File: config.mk
export PLATFORM = sky130hd
export DESIGN_NAME = nes_controller_reader
export DESIGN_NICKNAME = d
export VERILOG_FILES = /design/src/rtl/nes_pkg.sv /design/src/rtl/nes_controller_reader.sv
export SDC_FILE = /design/constraint.sdc
export NUM_CORES = 1
export LEC_CHECK = 0
export ABC_AREA = 1
export ABC_CLOCK_PERIOD_IN_PS = 2400
export CAP_MARGIN = 20
export CORE_UTILIZATION = 57
export DETAILED_ROUTE_END_ITERATION = 6
export PLACE_DENSITY = 0.78
export SKIP_CTS_REPAIR_TIMING = 1
export SLEW_MARGIN = 20
export SYNTH_ARGS = -nofsm -noshare
export SYNTH_HDL_FRONTEND = slang
export SYNTH_SLANG_ARGS = --single-unit
export TNS_END_PERCENT = 100
File: constraint.sdc
create_clock -name clk_i -period 2.4 [get_ports clk_i]
set_input_delay 0.48 -clock clk_i [delete_from_list [all_inputs] [get_ports clk_i]]
set_output_delay 0.48 -clock clk_i [all_outputs]
set_load 0.02 [all_outputs]
File: src/rtl/nes_pkg.sv
// Shared definitions for the NES controller reader: FSM states, button bit
// positions and default pad timing.
package nes_pkg;

    typedef enum logic [2:0] {
        IDLE     = 3'd0,
        LATCH    = 3'd1,
        SHIFT_HI = 3'd2,
        SHIFT_LO = 3'd3,
        DONE     = 3'd4
    } state_t;

    localparam int BTN_A      = 7;
    localparam int BTN_B      = 6;
    localparam int BTN_SELECT = 5;
    localparam int BTN_START  = 4;
    localparam int BTN_UP     = 3;
    localparam int BTN_DOWN   = 2;
    localparam int BTN_LEFT   = 1;
    localparam int BTN_RIGHT  = 0;

    // 12 us latch and 6 us half-period at a 50 MHz system clock
    localparam int DEFAULT_LATCH_CYCLES = 600;
    localparam int DEFAULT_HALF_CYCLES  = 300;

    function automatic int cnt_width(input int a, input int b);
        int m;
        m = (a > b) ? a : b;
        return (m > 1) ? $clog2(m) : 1;
    endfunction

endpackage

File: src/rtl/nes_controller_reader.sv
// Console-side NES pad reader: latch, eight clocked reads, active-high byte out.
// Optional two-poll agreement filter enabled by defining NES_READER_FILTER_EN.
module nes_controller_reader
    import nes_pkg::*;
#(
    parameter int LATCH_CYCLES = DEFAULT_LATCH_CYCLES,
    parameter int HALF_CYCLES  = DEFAULT_HALF_CYCLES
) (
    input  logic       clk_i,
    input  logic       rst_i,
    input  logic       start_i,
    input  logic       serial_ni,
    output logic       latch_o,
    output logic       ctrl_clk_o,
    output logic       busy_o,
    output logic       valid_o,
    output logic [7:0] buttons_o
);

    localparam int CNT_W = cnt_width(LATCH_CYCLES, HALF_CYCLES);
    localparam logic [CNT_W-1:0] LATCH_LAST = CNT_W'(LATCH_CYCLES - 1);
    localparam logic [CNT_W-1:0] HALF_LAST  = CNT_W'(HALF_CYCLES - 1);
    localparam logic [CNT_W-1:0] LOAD_END   = CNT_W'(LATCH_CYCLES / 2);
    localparam logic [CNT_W-1:0] CNT_ONE    = CNT_W'(1);
    localparam logic [CNT_W-1:0] CNT_ZERO   = CNT_W'(0);

    state_t           state_q, state_d;
    logic [CNT_W-1:0] cnt_q, cnt_d;
    logic [2:0]       idx_q, idx_d;
    logic [7:0]       raw_q, raw_d;
    logic [7:0]       buttons_q, buttons_d;
    logic             latch_q, latch_d;
    logic             ctrl_clk_q, ctrl_clk_d;
    logic             busy_q, busy_d;
    logic             valid_q, valid_d;
`ifdef NES_READER_FILTER_EN
    logic [7:0]       prev_q, prev_d;
`endif

    // Next-state, sampling and next-output logic; pin outputs are decoded
    // from the next state so they come straight off flops.
    always_comb begin
        state_d   = state_q;
        cnt_d     = cnt_q;
        idx_d     = idx_q;
        raw_d     = raw_q;
        buttons_d = buttons_q;
`ifdef NES_READER_FILTER_EN
        prev_d    = prev_q;
`endif
        case (state_q)
            IDLE: begin
                if (start_i) begin
                    state_d = LATCH;
                    cnt_d   = CNT_ZERO;
                end else begin
                    state_d = IDLE;
                end
            end
            LATCH: begin
                // The load pulse has already fallen, so bit A is settled here
                if (cnt_q == LATCH_LAST) begin
                    raw_d[BTN_A] = ~serial_ni;
                    idx_d        = 3'd6;
                    cnt_d        = CNT_ZERO;
                    state_d      = SHIFT_HI;
                end else begin
                    cnt_d = cnt_q + CNT_ONE;
                end
            end
            SHIFT_HI: begin
                if (cnt_q == HALF_LAST) begin
                    cnt_d   = CNT_ZERO;
                    state_d = SHIFT_LO;
                end else begin
                    cnt_d = cnt_q + CNT_ONE;
                end
            end
            SHIFT_LO: begin
                if (cnt_q == HALF_LAST) begin
                    raw_d[idx_q] = ~serial_ni;
                    cnt_d        = CNT_ZERO;
                    if (idx_q == 3'd0) begin
                        state_d = DONE;
                    end else begin
                        idx_d   = idx_q - 3'd1;
                        state_d = SHIFT_HI;
                    end
                end else begin
                    cnt_d = cnt_q + CNT_ONE;
                end
            end
            DONE: begin
`ifdef NES_READER_FILTER_EN
                if (raw_q == prev_q) begin
                    buttons_d = raw_q;
                end else begin
                    buttons_d = buttons_q;
                end
                prev_d = raw_q;
`else
                buttons_d = raw_q;
`endif
                state_d = IDLE;
            end
            default: begin
                state_d = IDLE;
            end
        endcase

        latch_d    = (state_d == LATCH);
        ctrl_clk_d = (state_d == SHIFT_HI) ||
                     ((state_d == LATCH) && (cnt_d >= CNT_ONE) && (cnt_d <= LOAD_END));
        busy_d     = (state_d != IDLE);
        valid_d    = (state_d == DONE);
    end

    // State and output registers with synchronous reset
    always_ff @(posedge clk_i) begin
        if (rst_i) begin
            state_q    <= IDLE;
            cnt_q      <= CNT_ZERO;
            idx_q      <= 3'd0;
            raw_q      <= 8'h00;
            buttons_q  <= 8'h00;
            latch_q    <= 1'b0;
            ctrl_clk_q <= 1'b0;
            busy_q     <= 1'b0;
            valid_q    <= 1'b0;
`ifdef NES_READER_FILTER_EN
            prev_q     <= 8'h00;
`endif
        end else begin
            state_q    <= state_d;
            cnt_q      <= cnt_d;
            idx_q      <= idx_d;
            raw_q      <= raw_d;
            buttons_q  <= buttons_d;
            latch_q    <= latch_d;
            ctrl_clk_q <= ctrl_clk_d;
            busy_q     <= busy_d;
            valid_q    <= valid_d;
`ifdef NES_READER_FILTER_EN
            prev_q     <= prev_d;
`endif
        end
    end

    assign latch_o    = latch_q;
    assign ctrl_clk_o = ctrl_clk_q;
    assign busy_o     = busy_q;
    assign valid_o    = valid_q;
    assign buttons_o  = buttons_q;

endmodule
==> Word-level counts from Yosys, hierarchy flattened <==
Cells that the tools add are included.
{ "classes": {"addsub": 2, "magnitude_cmp": 4, "eq_ne": 12, "n_mux": 20, "bitwise": 1, "n_reduce_logical": 12} }
{ "ops": {"columns": ["cell", "n"], "rows": [
  ["10-bit two-way mux", 3],
  ["10-bit case mux with 3 select lines", 1],
  ["3-bit two-way mux", 7],
  ["3-bit case mux with 4 select lines", 1],
  ["10-bit by 1-bit adder with 10-bit output (second input constant)", 1],
  ["10-bit == test (second input constant)", 1],
  ["10-bit by 9-bit == test with 1-bit output (second input constant)", 1],
  ["10-bit by 1-bit >= comparator with 1-bit output (second input constant)", 1],
  ["10-bit by 9-bit <= comparator with 1-bit output (second input constant)", 1],
  ["3-bit by 2-bit == test with 1-bit output (second input constant)", 3],
  ["8-bit bitwise mux", 1],
  ["8-bit two-way mux", 1],
  ["3-bit by 1-bit == test with 1-bit output (second input constant)", 2],
  ["3-bit == test (second input constant)", 2],
  ["3-bit zero test", 2],
  ["2-bit != test (second input constant)", 3],
  ["3-bit case mux with 2 select lines", 1],
  ["3-bit by 4-bit less-than comparator with 1-bit output (second input constant)", 1],
  ["4-bit AND reduction", 1],
  ["1-bit demux with 3-bit select", 1],
  ["3-bit by 1-bit >= comparator with 1-bit output (second input constant)", 1],
  ["1-bit logical AND", 3],
  ["1-bit two-way mux", 3],
  ["3-bit AND reduction", 1],
  ["8 further kinds", 8]
]} }
{ "word_totals": {"register_bits": 36, "input_bits": 4, "out_inout_bits": 12, "elab_cells": 61} }

==> Depth between registers and ports, before layout <==
{ "logic_depth": {"word_depth": 8, "mapped_depth": 16, "ltp_nobuf": 15} }

==> Worst setup path before layout <==
No wires, ideal clock.
{ "synth_timing": {"kind": "reg-to-reg", "from": "register cnt_q[0]", "to": "register ctrl_clk_q (netlist: ctrl_clk_o)", "setup_ns": 0.131, "arrival_time_ns": 1.528, "t_required_ns": 2.269, "setup_slack_ns": 0.742, "stages_incl_launch_ff": 15, "n_path_buf": 0, "period_less_slack_ns": 1.658, "cell_sequence": "dfxtp_1 > ha_1 > inv_1 > nor2_1 > nand3_2 > nand2_4 > nand2_4 > nand2_1 > o21ai_1 > nor2_1 > nand2_1 > nor2_1 > nor2_1 > nand2_1 > a21oi_2"} }
{ "synth_via": {"elab_chain_len": 7, "word_cells_on_any_way": 18, "cone_classes": "add/sub: 1; order compare: 2; eq/ne: 4; mux: 8; reduce/logical: 3"} }
{ "synth_rtl": {"columns": ["element", "line", "text"], "rows": [
  ["start: declaration", "nes_controller_reader.sv:28", "logic [CNT_W-1:0] cnt_q, cnt_d;"],
  ["start signal: assignment", "nes_controller_reader.sv:135", "cnt_q <= cnt_d;"],
  ["10-bit by 1-bit adder with 10-bit output, or another cell as far along", "nes_controller_reader.sv:68, nes_controller_reader.sv:76, nes_controller_reader.sv:90", null],
  ["10-bit two-way mux, or another cell as far along", "nes_controller_reader.sv:72, nes_controller_reader.sv:80", null],
  ["10-bit case mux with 3 select lines or 3-bit case mux with 4 select lines (tied branches)", "nes_controller_reader.sv:51", "case (state_q)"],
  ["10-bit by 1-bit >= comparator with 1-bit output or 3-bit by 1-bit == test with 1-bit output (tied branches)", "nes_controller_reader.sv:113", "((state_d == LATCH) && (cnt_d >= CNT_ONE) && (cnt_d <= LOAD_END));"],
  ["1-bit logical AND (2 in series)", "nes_controller_reader.sv:113", null],
  ["1-bit logical OR *", "nes_controller_reader.sv:112", "ctrl_clk_d = (state_d == SHIFT_HI) ||"],
  ["end signal: assignment", "nes_controller_reader.sv:140", "ctrl_clk_q <= ctrl_clk_d;"],
  ["end: declaration", "nes_controller_reader.sv:33", "logic ctrl_clk_q, ctrl_clk_d;"]
]} }
Mark *: on every way between the ends. The rest lies on a longest branch, timed or not.
A chain may end at the register's enable or synchronous reset.

==> Worst setup path in the final report <==
{ "layout_timing": {"from": "register cnt_q[0]", "to": "register raw_q[4]"} }
{ "layout_via": {"elab_chain_len": 2} }
{ "layout_rtl": {"columns": ["element", "line", "text"], "rows": [
  ["10-bit by 9-bit == test with 1-bit output", "nes_controller_reader.sv:80", "if (cnt_q == HALF_LAST) begin"],
  ["2-bit AND reduction (no line)", null, null],
  ["end signal: assignment", "nes_controller_reader.sv:137", "raw_q <= raw_d;"],
  ["end: declaration", "nes_controller_reader.sv:30", "logic [7:0] raw_q, raw_d;"]
]} }
No other way between the ends.

==> reports/metrics.cfg <==
[final_layout]
nFillCells = 288
fin_area_um2 = 2210
drive_gt1_share_pct = 7.96
layout.nets = 320
diodes = 0
area_growth_pct = 12.6
fin_cells = 358
final_core_util_pct = 70.2

[drt]
ant_nets = 0
vias = 1920
wl_met1_um = 1930
routedWlPerCell_um = 12.5
via_per_inst = 5.36
met3_length_um = 189
drt_iter0_drc = 109
wl_um = 4460
wl_met2_um = 2200
highest_layer = met4
drc = 0
first_pass_iters = 5

[logic_synthesis]
synth_nets = 303
synth_commonest_cells = nand2_1, nor2_1, inv_1
yosysTopAreaCellShare_pct = 36.6
yosys_register_bits = 36
synth_area_per_cell_um2 = 6.64
synth_area_leaders = dfxtp_1, nand2_1, nor2_1
yosysUniqueCellTypes = 34
synth_area_um2 = 1970
synth_edf_count = 0
async_flop_share_pct = 0
synth_most_common_cell = nand2_1
ys_seq_area_share_pct = 36.6
yosys_warnings = 0
synth_cells = 296
yosysTopAreaCell = dfxtp_1
synthFlopType = dfxtp_1

[die]
pin_count = 16
start_util_pct = 62.4
coreArea_um2 = 3150
fp.dieW_um = 60.7
die-area_um2 = 3690
die_h_um = 60.7
row_count = 20

[worst_setup_path]
critPathMaxFanout = 8
crit_type = flip-flop to flip-flop
critPathRequiredTime_ns = 2.63
worst_setup_path_end_kind = flip-flop
startpoint_type = flip-flop
worstPathArrival_ns = 2.26

[clock_network]
tritoncts = yes
numClockSinks = 36
h-tree-depth = 2
clkSlewWorstSetupHoldPaths_ns = 0.10
clk_latency_ns = 0.33
cts_buffers = 5
cts_buffer_depth = 2
cts_root_buffer = clkbuf_4

[hold_path]
min_path_type = flip-flop to flip-flop

[global_route]
gr-usage-all-layers_pct = 26.9
grt_antenna_before_repair = 0
gr-total-overflow = 0
grt_max_degree = 19
grt_pass1_wl_um = 7180
grt_pass1_vias = 1712

[sta]
fin_tns_setup_ns = 0
slew_violations = 0
clock.fmax_ghz = 0.493
hold_viol_final = 0
tightest_slew_ns = 0.517
final.min_clock_period_ns = 2.03
setup_viol = 0
timing.final.crit_share_pct = 84.6
finClkSkew_ns = 0.0101
rsz0062_at_grt = false
maxSlewHeadroom_pct = 65.5

[placement]
dp_hpwl_um = 3350
gp_congestion = 0.866
io_buffer_count = 15
placed_cells = 350
post_dp_cell_area_um2 = 2160

[status]
outcome = finished, final reports clean

[flow_run]
maxCapViolations = 0

[pwr]
power_uw = 1070
p_leak_uw = 0.000961
peakVddDrop_uv = 325
powerDensity_nw_per_um2 = 485

## metrics by stage
stage	setup slack [ns]	hold WS [ns]
after CTS	0.349	0.476
final	0.370	0.472
after floorplan	0.742	0.430
after global routing	0.0985	0.496
after detailed placement	0.132	0.473
after global placement	0.186	0.450
## per-layer routing
metal	global-route usage, %	up-vias
met4	14.3	0
met3	3.84	14
met2	47.4	48
met5	0	-
met1	31.5	859
li1	-	999
## cell type report
type	instances	area [um2]	share of cell area (%)
clock buffers	8	58.8	2.66
flip-flops and latches	36	721	32.5
inverters	42	158	7.12
well taps	44	55.1	2.49
repair buffers	17	165	7.46
multi-input cells	211	1060	47.7
## cell usage in the layout (no fill, tap or decap), drive strengths merged
master          n
or2             1
nor3            8
o21ai          19
xor2            2
nand4           3
nor3b           1
a31oi           1
nor4            1
nand3b          3
dfxtp          36
clkdlybuf4s50  15
ha              3
a311oi          4
nand3          24
o211ai          2
buf             2
inv            42
a221oi          1
a211oi          1
nand2          60
clkbuf          8
a41oi           1
a21oi          19
nor2           57
## path summary, 6_finish.rpt
| check | startpoint | endpoint | slack (ns) | depth (start not counted) |
|---|---|---|---|---|
| setup / recovery | cnt_q[0]$_SDFF_PP0_ | raw_q[4]$_SDFFE_PP0P_ | 0.37 | 7 |
| hold / removal | raw_q[7]$_SDFFE_PP0P_ | buttons_o[7]$_SDFFE_PP0N_ | 0.47 | 2 |
| setup reg to reg | cnt_q[0]$_SDFF_PP0_ | raw_q[4]$_SDFFE_PP0P_ | 0.37 | 7 |
| hold reg to reg | raw_q[7]$_SDFFE_PP0P_ | buttons_o[7]$_SDFFE_PP0N_ | 0.47 | 2 |
## logic make-up (layout without fill, tap and decap cells)
group | Yosys count | after routing | share of synthesized area [%]
AO/OA/AOI/OAI | 48 | 48 | 14.4
XOR/XNOR | 2 | 2 | 0.891
adder cells (fa/ha/maj) | 3 | 3 | 1.91
buffers and inverters | 49 | 67 | 9.61
flip-flops | 36 | 36 | 36.6
AND/OR/NAND/NOR | 158 | 158 | 36.6
## state kept, by name (all words and copies together), names as in the netlist
register / flops
state_q: 3
latch_o: 1
cnt_q: 10
valid_o: 1
buttons_o: 8
busy_o: 1
ctrl_clk_o: 1
raw_q: 8
idx_q: 3
## power breakdown
group          switching, uW  internal, uW  leakage, uW
clock                    180           145    0.0000326
combinational           81.4          44.0     0.000637
sequential              14.0           610     0.000292
## worst max-delay path, cell delays in order (launching register included)
cell and delay [ns]:
dfxtp_1 0.40, ha_1 0.24, nand3_1 0.13, nor3_1 0.43, nand2_1 0.21, nor2_4 0.22
a21oi_1 0.09, a311oi_1 0.21
Power figures use the tool's default switching activity.
